**src/rtl/mutator_pkg.sv**
```systemverilog
`default_nettype none
// ============================================================================
// Module   : mutator_pkg
// Brief    : Shared FSM encoding and width helper for chromosome_mutator.
// Revision : 1.0 - initial release
// ============================================================================
package mutator_pkg;

    typedef enum logic [1:0] {
        ST_IDLE = 2'd0,
        ST_RUN  = 2'd1,
        ST_DONE = 2'd2
    } state_t;

    // Bits needed to hold values 0..n-1, never less than one bit.
    function automatic int cnt_width(input int n);
        return (n <= 1) ? 1 : $clog2(n);
    endfunction

endpackage
`default_nettype wire

```
**src/rtl/mutation_decision.sv**
```systemverilog
`default_nettype none
// ============================================================================
// Module   : mutation_decision
// Brief    : Unsigned random < rate compare producing the per-gene flip bit.
// Revision : 1.0 - initial release
// ============================================================================
module mutation_decision #(
    parameter int Width = 8
) (
    input  logic [Width-1:0] random,
    input  logic [Width-1:0] rate_q,
    output logic             flip
);

    assign flip = (random < rate_q);

endmodule
`default_nettype wire

```
**src/rtl/chromosome_mutator.sv**
```systemverilog
`default_nettype none
// ============================================================================
// Module   : chromosome_mutator
// Brief    : Walks a chromosome one gene per cycle, flipping genes whose random
//            sample is below the rate. Optional MUTATOR_FLIP_COUNT_EN adds a
//            count of flipped genes on port flips.
// Revision : 1.0 - initial release
// ============================================================================
module chromosome_mutator
    import mutator_pkg::*;
#(
    parameter int Width = 8,
    parameter int Genes = 16
) (
    input  logic                                 clk,
    input  logic                                 rst,
    input  logic                                 in_valid,
    output logic                                 in_ready,
    input  logic [Genes-1:0]                     chromosome_in,
    input  logic [Width-1:0]                     rate,
    output logic                                 rnd_ce,
    input  logic [Width-1:0]                     random,
    output logic                                 out_valid,
    input  logic                                 out_ready,
`ifdef MUTATOR_FLIP_COUNT_EN
    output logic [cnt_width(Genes+1)-1:0]        flips,
`endif
    output logic [Genes-1:0]                     chromosome_out
);

    localparam int                 c_IDX_W = cnt_width(Genes);
    localparam logic [c_IDX_W-1:0] c_LAST  = c_IDX_W'(Genes - 1);

    state_t             r_state;
    state_t             w_state_nxt;
    logic [c_IDX_W-1:0] r_idx;
    logic [Genes-1:0]   r_work;
    logic [Width-1:0]   r_rate;
    logic               w_flip;
    logic               w_accept;

    mutation_decision #(
        .Width (Width)
    ) u_decision (
        .random (random),
        .rate_q (r_rate),
        .flip   (w_flip)
    );

    always_ff @(posedge clk or negedge rst) begin
        if (!rst) begin
            r_state <= ST_IDLE;
        end else begin
            r_state <= w_state_nxt;
        end
    end

    // Handshake outputs are pure state decodes so random never reaches a port.
    always_comb begin
        w_state_nxt = r_state;
        in_ready    = 1'b0;
        out_valid   = 1'b0;
        rnd_ce      = 1'b0;
        case (r_state)
            ST_IDLE: begin
                in_ready = 1'b1;
                if (in_valid) begin
                    w_state_nxt = ST_RUN;
                end
            end
            ST_RUN: begin
                rnd_ce = 1'b1;
                if (r_idx == c_LAST) begin
                    w_state_nxt = ST_DONE;
                end
            end
            ST_DONE: begin
                out_valid = 1'b1;
                if (out_ready) begin
                    w_state_nxt = ST_IDLE;
                end
            end
            default: w_state_nxt = ST_IDLE;
        endcase
    end

    assign w_accept = in_valid && (r_state == ST_IDLE);

    always_ff @(posedge clk or negedge rst) begin
        if (!rst) begin
            r_work <= '0;
            r_rate <= '0;
            r_idx  <= '0;
        end else if (w_accept) begin
            r_work <= chromosome_in;
            r_rate <= rate;
            r_idx  <= '0;
        end else if (r_state == ST_RUN) begin
            r_work <= r_work ^ (Genes'(w_flip) << r_idx);
            if (r_idx != c_LAST) begin
                r_idx <= r_idx + 1'b1;
            end
        end
    end

    assign chromosome_out = r_work;

`ifdef MUTATOR_FLIP_COUNT_EN
    localparam int c_FLIP_W = cnt_width(Genes + 1);

    logic [c_FLIP_W-1:0] r_flips;

    always_ff @(posedge clk or negedge rst) begin
        if (!rst) begin
            r_flips <= '0;
        end else if (w_accept) begin
            r_flips <= '0;
        end else if (r_state == ST_RUN) begin
            r_flips <= r_flips + c_FLIP_W'(w_flip);
        end
    end

    assign flips = r_flips;
`endif

endmodule
`default_nettype wire

```
**config.mk**
```make
export PLATFORM = sky130hd
export DESIGN_NAME = chromosome_mutator
export DESIGN_NICKNAME = d
export VERILOG_FILES = /design/src/rtl/mutator_pkg.sv /design/src/rtl/mutation_decision.sv /design/src/rtl/chromosome_mutator.sv
export SDC_FILE = /design/constraint.sdc
export NUM_CORES = 1
export LEC_CHECK = 0
export ABC_AREA = 1
export BUFFER_PORTS_ARGS = -buffer_cell sky130_fd_sc_hd__buf_2
export CAP_MARGIN = 10
export CORE_ASPECT_RATIO = 0.9
export CORE_UTILIZATION = 49
export DETAILED_ROUTE_END_ITERATION = 16
export HOLD_SLACK_MARGIN = 0.06
export MAX_ROUTING_LAYER = met4
export PLACE_DENSITY = 0.78
export SYNTH_ARGS = -nofsm -noshare
export SYNTH_HDL_FRONTEND = slang
export SYNTH_HIERARCHICAL = 1
export SYNTH_SLANG_ARGS = --single-unit
```
**constraint.sdc**
```tcl
create_clock -name clk -period 3.5 [get_ports clk]
set_input_delay 0.35 -clock clk [delete_from_list [all_inputs] [get_ports clk]]
set_output_delay 0.35 -clock clk [all_outputs]
set_load 0.02 [all_outputs]
```
# Word level (Yosys, flattened, before mapping)
# Cells that the tools add are included.
totals:
  reg_bits: 30
  inputBits: 36
  output_inout_bits: 19
  elab_cells: 33
classes:
  add_sub_neg: 1
  order_cmp: 1
  n_eq_ne: 7
  n_shift: 1
  mux: 12
  n_bitwise: 1
  reduce_logical: 6
op_table:
  columns: ["op", "count"]
  rows:
  - ["$mux W16", 2]
  - ["$shl A1 B4 Y16", 1]
  - ["$xor A16 B16 Y16", 1]
  - ["$mux W4", 3]
  - ["$lt A8 B8 Y1", 1]
  - ["$mux W2", 3]
  - ["$ne A2 B2 Y1 const B", 3]
  - ["$pmux W2 S3", 1]
  - ["$add A4 B1 Y4 const B", 1]
  - ["$eq A4 B4 Y1 const B", 1]
  - ["$ne A4 B4 Y1 const B", 1]
  - ["$reduce_bool A2 Y1", 2]
  - ["$mux W1", 3]
  - ["$reduce_and A3 Y1", 1]
  - ["$eq A2 B1 Y1 const B", 1]
  - ["$eq A2 B2 Y1 const B", 1]
  - ["$logic_not A2 Y1", 1]
  - ["$reduce_and A2 Y1", 1]
  - ["$logic_and A1 B1 Y1", 1]

# Logic depth before layout (Yosys ltp)
# Gate-level depths: netlist (run 1).
logic_depth:
  ltp_word: 5
  mapped_depth: 14
  mapped_depth_nobuf: 14

# Modules after synthesis
# The synthesis (run 1) kept the hierarchy.
modules_own_cells:
  columns: ["module", "n_inst", "cells_per_inst", "area_each_um2"]
  rows:
  - ["chromosome_mutator", 1, 254, 1820.5]
  - ["mutation_decision", 1, 31, 183.9]

# Worst setup path before layout (run 1)
# OpenSTA, ideal clock, no wires.
synth_path:
  path_kind: "input to register"
  from: "input random[7]"
  to: "register r_work[1], in the netlist chromosome_out[1]"
  t_arrival_ns: 1.747
  setup_slack_ns: 1.636
  path_stages: 11
  path_buffers: 0
  cell_sequence: "ha_1 a21oi_1 o21ai_0 a21oi_1 nand2_1 nor2_1 nand3_1 nand2_1 nand3_1 nand2_1 nand2_1"
synth_between:
  elab_chain_cells: 5
synth_lines:
  columns: ["item", "line_no", "source"]
  rows:
  - ["start: declaration", "chromosome_mutator.sv:22", "input logic [Width-1:0] random,"]
  - ["$lt A8 B8 Y1", "mutation_decision.sv:15", "assign flip = (random < rate_q);"]
  - ["named net w_flip", "chromosome_mutator.sv:39", "logic w_flip;"]
  - ["$shl A1 B4 Y16", "chromosome_mutator.sv:99", "r_work <= r_work ^ (Genes'(w_flip) << r_idx);"]
  - ["$xor A16 B16 Y16", "chromosome_mutator.sv:99", null]
  - ["$mux W16", "chromosome_mutator.sv:98", "end else if (r_state == ST_RUN) begin"]
  - ["$mux W16", "chromosome_mutator.sv:94", "end else if (w_accept) begin"]
  - ["end signal: assignment", "chromosome_mutator.sv:95", "r_work <= chromosome_in;"]
  - ["end signal: assignment", "chromosome_mutator.sv:99", null]
  - ["end: declaration", "chromosome_mutator.sv:37", "logic [Genes-1:0] r_work;"]
# The timed path passes the listed nets, and every way through them passes these cells. The select of a mux whose other input is x is not followed.
# A chain may end at the register's enable or synchronous reset.

# Worst setup path after layout (run 1)
layout_path:
  from: "register r_rate[7]"
  to: "register r_work[10], in the netlist chromosome_out[10]"
layout_between:
  elab_chain_cells: 5
layout_lines:
  columns: ["item", "line_no", "source"]
  rows:
  - ["start: declaration", "chromosome_mutator.sv:38", "logic [Width-1:0] r_rate;"]
  - ["start signal: assignment", "chromosome_mutator.sv:96", "r_rate <= rate;"]
  - ["$lt A8 B8 Y1", "mutation_decision.sv:15", null]
  - ["named net w_flip", "chromosome_mutator.sv:39", null]
  - ["$shl A1 B4 Y16", "chromosome_mutator.sv:99", null]
  - ["$xor A16 B16 Y16", "chromosome_mutator.sv:99", null]
  - ["$mux W16", "chromosome_mutator.sv:98", null]
  - ["$mux W16", "chromosome_mutator.sv:94", null]
# The timed path passes the listed nets, and every way through them passes these cells. The select of a mux whose other input is x is not followed.

==> flow_summary.json, run 1 <==
{
  "status": "complete, no violations",
  "syn_nets": 329,
  "crit_required_ns": 3.68,
  "ys_ff_latch": 30,
  "hold_path_class": "in -> async",
  "critPathKind": "reg -> reg",
  "hold_ws_ns": 0.107,
  "netlist_instances": 285,
  "grt_pass1_vias": 1776,
  "fillCellCount": 363,
  "fp-row-count": 21,
  "worst_pin_slew_ns": 0.678,
  "die_h_um": 62.7,
  "die_area_mm2": 0.00435,
  "crit_path_frequent_cell": "nand2_1",
  "avgSynthCellArea_um2": 7.03,
  "antenna_found_initial": 0,
  "skew_ns": 0.00607,
  "ant_nets": 0,
  "power_density_mw_per_mm2": 913,
  "period_minus_slack_ns": 2.26,
  "drt_wl_total_mm": 4.42,
  "grt_max_degree": 44,
  "finalHoldViolCount": 0,
  "place.gp.congestion": 0.846,
  "power.leakage_nw": 1.35,
  "firstDrtPassIters": 4,
  "fin_crit_sh": 0.645,
  "h-tree-depth": 2,
  "yosysTopAreaCellShare": 0.375,
  "path_cells": "inv_1 -> ha_1 -> a21oi_1 -> o21ai_0 -> a21oi_1 -> nand3_1 -> nor2_1 -> nand2_1 -> nand2_1 -> nand3_1 -> nand2_1 -> nand2_1",
  "fin_nets": 380,
  "portBuffers": 54,
  "pin_count": 55,
  "cts_buffers": 5,
  "area_delta_synth_final_pct": 16.5,
  "cts_resized": 0,
  "start_util": 0.526,
  "irDropWorstVdd_uv": 608,
  "startpoint_type": "flop",
  "fmax_mhz": 443,
  "routedWlPerCell_um": 11.6,
  "clkTransAtPathRegs_ns": 0.06,
  "die_w_um": 69.4,
  "post-cts-setup-buffers": 0,
  "drc": 0,
  "drv_cap": 0,
  "num_antenna_cells": 0,
  "setup_viol": 0,
  "syn_area_mm2": 0.00200,
  "dpl.hpwl_mm": 3.20,
  "synth_top_area_cell": "dfrtp_1",
  "drive_gt1_frac": 0.224,
  "synthDistinctLibCells": 25,
  "tns_ns": 0,
  "hold_buffers": 0,
  "cts_tree": "done",
  "yosys_warnings": 6,
  "rsz0062_at_grt": "no",
  "critical_path_arrival_ns": 2.43,
  "ys_seq_area_frac": 0.375,
  "grt_usage": 0.226,
  "slew_headroom": 0.548,
  "grt_first_pass_wirelength_mm": 7.62,
  "clock-root-buffer": "clkbuf_8",
  "grt-ovfl-total": 0,
  "cts.sinks": 30,
  "crit_slowest_cell": "a21oi_1",
  "cp_max_fo": 6,
  "via_per_inst": 5.13,
  "vias": 1953,
  "synthTopCellsByArea": "dfrtp_1 (37%), nand2_1 (16%), nand3_1 (9.2%)",
  "core_area_mm2": 0.00381,
  "critPathMaxStageDelay_ns": 0.37,
  "clk-insertion-delay-late_ns": 0.28,
  "critPathCaptureType": "flop",
  "slew_viol_final": 0,
  "cts_max_path_buffers": 2,
  "initialDrtViolationCount": 119
}
-- worst paths after layout --
path                            from                 end  slack [ns]  cells past startpoint
max                        r_rate[7]  chromosome_out[10]        1.24                     12
min                              rst          r_state[0]        0.11                      1
max reg2reg                r_rate[7]  chromosome_out[10]        1.24                     12
min reg2reg                r_rate[1]           r_rate[1]        0.48                      2
max in group asynchronous        rst            r_idx[2]        2.96                      1
min in group clk             rate[5]           r_rate[5]        0.26                      3
-- layout by cell type, fill, tap and decap left out --
cell	Yosys	layout
nand2_1	87	87
buf_2	4	54
inv_1	47	47
nand3_1	37	37
dfrtp_1	30	30
o21ai_0	23	23
nor2_1	8	8
ha_1	8	8
nand4_1	6	6
clkbuf_8	0	6
a21oi_1	5	5
o21ai_2	5	5
nand3b_1	3	3
nand2_2	2	2
inv_2	2	2
nor3_1	2	2
or2_2	2	2
o21ai_1	2	2
nor2_2	1	1
nand2_4	1	1
nor3_2	1	1
o21ai_4	1	1
or2_1	1	1
xor2_1	1	1
-- worst max-delay path, delay by kind of cell, from the launching register on --
family | cells | cell delay, ns
buf+inv | 1 | 0.05
fa+ha+maj | 1 | 0.28
compound gates | 3 | 0.59
simple gates | 7 | 0.87
flops | 1 | 0.36
-- cell type report --
type	instances	area, µm²	area share
multi-input combinational	196	990	0.424
sequential	30	751	0.322
timing repair buffer	54	270	0.116
inverter	49	184	0.0788
clock buffer	6	82.6	0.0354
tap	46	57.6	0.0247
-- metrics by stage --
stage	instance area (µm²)	power, mW	util	setup WS (ns)	std cells
4_1_cts	2330	2.15	0.613	1.25	381
5_1_grt	2330	2.36	0.613	0.966	381
6_report	2330	2.13	0.613	1.24	381
3_5_place_dp	2250	1.87	0.591	1.19	375
2_1_floorplan	2000	1.60	-	1.64	285
3_3_place_gp	2250	1.83	0.591	1.24	375
-- where the power goes --
part           internal, mW  leakage (nW)  total (mW)  switching [mW]
combinational         0.400         0.931        1.18           0.781
sequential            0.517         0.375       0.678           0.161
clock                 0.151        0.0431       0.272           0.121
total                  1.07          1.35        2.13            1.06
-- logic make-up after synthesis --
logic type | synth area share
compound gates | 0.105
buf+inv | 0.132
fa+ha+maj | 0.0499
simple gates | 0.335
flops | 0.375
xor+xnor | 0.00437
-- Yosys cell counts, drive strengths merged --
cell,number
ha,8
a21oi,5
buf,10
or2,3
dfrtp,30
inv,49
xor2,1
nor3,3
nand4,6
nor2,9
nand3b,3
nand3,37
nand2,90
o21ai,31
-- routing by layer --
metal  GRT usage  vias up  part of all wire
met5           -        -                 0
met1       0.301      886              0.49
met2       0.348       56              0.46
met3      0.0387        6             0.046
met4      0.0791        0            0.0084
li1            -     1005                 -
-- flip-flops by register name, summed over array words and instances, names as in the netlist --
signal and count:
chromosome_out 16, r_state 2, r_idx 4, r_rate 8
(Power assumes the default switching activity.)
==> run 2: changes to the inputs <==
==> constraint.sdc (replaced) <==
create_clock -name clk -period 2.25 [get_ports clk]
set_input_delay 0.225 -clock clk [delete_from_list [all_inputs] [get_ports clk]]
set_output_delay 0.225 -clock clk [all_outputs]
set_load 0.02 [all_outputs]
==> run 2 against run 1 <==
Register-to-register slack lost 1.0 ns. Power grew 58%. Via count grew 0.92%. Worst hold slack gained 0.034 ns. Wire length grew 4.5%. Critical path type unchanged. Critical endpoint is now chromosome_out[5]. Highest routed layer unchanged.
==> flow_summary.json, run 2 (synthesis gave the netlist of run 1 again) <==
{
  "place.gp.congestion": 0.858,
  "skew_ns": 0.00787,
  "area_delta_synth_final_pct": 18.0,
  "tns_ns": 0,
  "num_antenna_cells": 0,
  "portBuffers": 54,
  "grt_max_degree": 31,
  "grt_usage": 0.232,
  "cts_max_path_buffers": 2,
  "h-tree-depth": 2,
  "ant_nets": 0,
  "firstDrtPassIters": 4,
  "cts.sinks": 30,
  "startpoint": "r_rate[7]",
  "setup_viol": 0,
  "antenna_found_initial": 0,
  "dpl.hpwl_mm": 3.25,
  "reg2regPathDepth": 12,
  "routedWlPerCell_um": 12.0,
  "endpoint": "chromosome_out[5]",
  "final_cell_mix": "nand2_1 (87), buf_2 (54), inv_1 (47)",
  "r2r-start": "r_rate[7]",
  "post-cts-setup-buffers": 0,
  "die_area_mm2": 0.00435,
  "rsz0062_at_grt": "no",
  "cp_max_fo": 6,
  "worst_pin_slew_ns": 0.689,
  "critPathKind": "reg -> reg",
  "power.leakage_nw": 1.36,
  "place_area_mm2": 0.00227,
  "fp-row-count": 21,
  "utilization": 0.621,
  "largest_reg_flops": 16,
  "clkTransAtPathRegs_ns": 0.06,
  "power_density_mw_per_mm2": 1420,
  "fillCellCount": 382,
  "pin_count": 55,
  "die_w_um": 69.4,
  "drv_cap": 0,
  "fmax_mhz": 499,
  "slew_headroom": 0.541,
  "grt_pass1_vias": 1730,
  "irDropWorstVdd_uv": 928,
  "fin_crit_sh": 0.890,
  "fin_nets": 383,
  "start_util": 0.526,
  "setup_ws_ns": 0.247,
  "r2r_slack_ns": 0.25,
  "status": "complete, no violations",
  "layout_commonest_cell": "nand2_1",
  "core_area_mm2": 0.00381,
  "drt_wl_total_mm": 4.62,
  "crit_required_ns": 2.47,
  "cts_buffers": 5,
  "hold_path_class": "in -> reg",
  "grt_first_pass_wirelength_mm": 7.85,
  "slew_viol_final": 0,
  "clk-insertion-delay-late_ns": 0.28,
  "grt-ovfl-total": 0,
  "cts_tree": "done",
  "reg2reg_to": "chromosome_out[5]",
  "drc": 0,
  "critical_path_arrival_ns": 2.22,
  "via_per_inst": 5.12,
  "finalHoldViolCount": 0,
  "clock-root-buffer": "clkbuf_8",
  "die_h_um": 62.7,
  "power_mw": 3.36,
  "vias": 1971,
  "initialDrtViolationCount": 82,
  "drive_gt1_frac": 0.236,
  "critPathCaptureType": "flop",
  "pre_cts_ws_ns": 0.180,
  "design_area_mm2": 0.00237,
  "startpoint_type": "flop",
  "period_minus_slack_ns": 2.00
}
==> run 2: critical path: stages (launching register included) <==
cell and delay, ns:
dfrtp_1 0.34, inv_1 0.05, ha_1 0.28, a21oi_1 0.14, o21ai_0 0.10, a21oi_1 0.13
buf_4 0.16, nand2_1 0.07, nor2_2 0.25, nand3b_1 0.13, nand3_1 0.12, nand3_1 0.08
nand2_1 0.09
==> run 2: power breakdown <==
group / leakage, nW / switching, mW / internal [mW]
clock network: 0.0383 / 0.189 / 0.212
registers: 0.375 / 0.267 / 0.804
logic: 0.945 / 1.24 / 0.646
==> run 2: worst min path at each step <==
stage	start	end	slack, ns	depth (start not counted)
2_1_floorplan	rst	chromosome_out[0]	-0.07	0
3_3_place_gp	rst	r_state[1]	0.31	1
3_5_place_dp	rst	chromosome_out[7]	0.31	1
4_1_cts	rate[4]	r_rate[4]	0.14	3
5_1_grt	rate[5]	r_rate[5]	0.15	3
6_report	rate[4]	r_rate[4]	0.14	3
==> run 2: area by class of cell <==
class | count | area (µm²) | share of cell area
clock buffers | 7 | 76.3 | 0.0323
repair buffers | 57 | 295 | 0.125
inverters | 49 | 184 | 0.0777
multi-input cells | 196 | 1000 | 0.424
flip-flops and latches | 30 | 751 | 0.317
well taps | 46 | 57.6 | 0.0243
==> run 2: per-stage QoR <==
stage               std cells  hold WS [ns]
finish                    385         0.141
global route              385         0.148
CTS                       385         0.138
detailed placement        377         0.310
global placement          377         0.307
floorplan                 285       -0.0706
==> run 2: repair_timing <==
item / CTS / global route
hold buffers: 1 / 0
gates resized for setup: 0 / 4
endpoints found under the hold margin: 30 / 0
endpoints found under the setup margin: 0 / 9
==> run 2: per-layer routing <==
metal	vias up	part of all wire	GRT usage
met2	69	0.44	0.331
li1	1007	-	-
met5	-	0	-
met3	2	0.062	0.0613
met4	0	0.0039	0.0536
met1	893	0.50	0.328
==> run 3: changes to the inputs <==
--- a/config.mk
+++ b/config.mk
@@ -13,7 +13,7 @@
 export DETAILED_ROUTE_END_ITERATION = 16
 export HOLD_SLACK_MARGIN = 0.06
 export MAX_ROUTING_LAYER = met4
-export PLACE_DENSITY = 0.78
+export PLACE_DENSITY = 0.81
 export SYNTH_ARGS = -nofsm -noshare
 export SYNTH_HDL_FRONTEND = slang
 export SYNTH_HIERARCHICAL = 1
==> run 3 against run 2 <==
Via count is 0.66% lower. Final area increased by 1.4%. Sequential cell count is the same. Clock skew shrank 0.0010 ns.
==> flow_summary.json, run 3 (synthesis gave the netlist of run 1 again) <==
{
  "worst_pin_slew_ns": 0.668,
  "firstDrtPassIters": 4,
  "antenna_found_initial": 0,
  "cts_buffers": 5,
  "crit_slowest_cell": "dfrtp_1",
  "num_antenna_cells": 0,
  "routedWlPerCell_um": 11.6,
  "fp-row-count": 21,
  "power.leakage_nw": 1.38,
  "status": "complete, no violations",
  "core_area_mm2": 0.00381,
  "grt_pass1_vias": 1757,
  "slew_headroom": 0.555,
  "cp_max_fo": 6,
  "holdPathStages": 3,
  "portBuffers": 54,
  "fmax_mhz": 494,
  "vias": 1958,
  "fillCellCount": 345,
  "hold_ws_ns": 0.133,
  "cp_num_buf_inv": 2,
  "final_cell_mix": "nand2_1 (87), buf_2 (54), inv_1 (47)",
  "grt_first_pass_wirelength_mm": 7.60,
  "finalHoldViolCount": 0,
  "min_from": "rate[5]",
  "critPathMaxStageDelay_ns": 0.34,
  "critPathKind": "reg -> reg",
  "fin_crit_sh": 0.900,
  "die_h_um": 62.7,
  "power_density_mw_per_mm2": 1440,
  "grt_use_met1": 0.293,
  "dpl.hpwl_mm": 3.26,
  "skew_ns": 0.00687,
  "critical_path_arrival_ns": 2.21,
  "r2r_slack_ns": 0.23,
  "crit_required_ns": 2.43,
  "die_area_mm2": 0.00435,
  "use_met3": 0.0500,
  "cpLargestDelayFamily": "compound AO/OA/AOI/OAI gates",
  "rsz0062_at_grt": "yes",
  "irDropWorstVdd_uv": 917,
  "grt-ovfl-total": 0,
  "h-tree-depth": 2,
  "grt_usage": 0.226,
  "clk-insertion-delay-late_ns": 0.29,
  "clkTransAtPathRegs_ns": 0.07,
  "startpoint_type": "flop",
  "drt_wl_total_mm": 4.46,
  "drv_cap": 0,
  "period_minus_slack_ns": 2.02,
  "setup_viol": 0,
  "fin_cells": 386,
  "use_met2": 0.335,
  "die_w_um": 69.4,
  "reg2regPathDepth": 12,
  "pin_count": 55,
  "grt-busiest-layer": "met2",
  "ant_nets": 0,
  "hold_path_class": "in -> reg",
  "place.gp.congestion": 0.829,
  "r2r-start": "r_rate[7]",
  "path_cells": "inv_1 -> ha_1 -> a21oi_1 -> o21ai_0 -> a21oi_2 -> nand3_1 -> inv_1 -> nand3_1 -> nand2_1 -> nand3_1 -> nand2_1 -> nand2_1",
  "slew_viol_final": 0,
  "cts_tree": "done",
  "cts_max_path_buffers": 2,
  "clock-root-buffer": "clkbuf_8",
  "initialDrtViolationCount": 128,
  "layout_commonest_cell": "nand2_1",
  "cts.sinks": 30,
  "placedCellCount": 377,
  "start_util": 0.526,
  "grt_max_degree": 31,
  "via_per_inst": 5.07,
  "drive_gt1_frac": 0.244,
  "area_delta_synth_final_pct": 19.7,
  "largest_reg_flops": 16,
  "tns_ns": 0,
  "fin_nets": 383,
  "critPathCaptureType": "flop",
  "drc": 0,
  "holdPathEnd": "r_rate[5]",
  "reg2reg_to": "chromosome_out[11]"
}
## run 3: cell count changes in the layout (fill, tap and decap cells not counted), sizes merged
cell    delta
clkbuf     +1
## run 3: worst max-delay path by stage
stage / end / start / depth (start not counted) / slack, ns
6_report: chromosome_out[11] / r_rate[7] / 12 / 0.23
5_1_grt: chromosome_out[10] / r_rate[7] / 12 / -0.02
4_1_cts: chromosome_out[0] / r_rate[7] / 12 / 0.04
3_5_place_dp: chromosome_out[1] / r_rate[7] / 12 / 0.004
3_3_place_gp: chromosome_out[1] / r_rate[7] / 12 / 0.12
2_1_floorplan: chromosome_out[1] / r_rate[7] / 12 / 0.39
## run 3: layout make-up
class                      count  area (µm²)  share of cell area
clock buffer                   8         110              0.0459
inverter                      49         184              0.0767
multi-input combinational    196        1000               0.417
sequential                    30         751               0.313
tap                           46        57.6              0.0240
timing repair buffer          57         295               0.123
## run 3: what timing repair did
action,in CTS,in global routing
gates cloned,0,0
endpoints found under the setup margin,1,16
hold buffers,1,0
resized for setup,1,3
endpoints found under the hold margin,30,0
buffers inserted,0,0
## run 3: worst reg2reg max path, cell delays in order (launching register included)
cell and delay [ns]:
dfrtp_1 0.34, inv_1 0.04, ha_1 0.28, a21oi_1 0.15
o21ai_0 0.12, a21oi_2 0.26, nand3_1 0.17, inv_1 0.21
nand3_1 0.10, nand2_1 0.08, nand3_1 0.07, nand2_1 0.06
nand2_1 0.05
## run 3: per-layer routing
metal  vias to the layer above  wire, µm
li1                       1007         -
met1                       884      2150
met2                        60      1950
met3                         7       284
met4                         0        75
met5                         -         0
## run 3: where the power goes
group | leakage, nW | internal (mW) | switching, mW
sequential | 0.375 | 0.804 | 0.257
clock | 0.0575 | 0.308 | 0.199
combinational | 0.943 | 0.642 | 1.23
## run 3: per-stage QoR
stage | power, mW | area (µm²) | setup slack (ns) | utilization
final | 3.44 | 2400 | 0.225 | 0.630
after global routing | 3.79 | 2400 | -0.0177 | 0.630
after CTS | 3.45 | 2390 | 0.0384 | 0.627
after detailed placement | 2.92 | 2270 | 0.00439 | 0.595
after global placement | 2.87 | 2270 | 0.121 | 0.595
after floorplan | 2.48 | 2000 | 0.391 | -
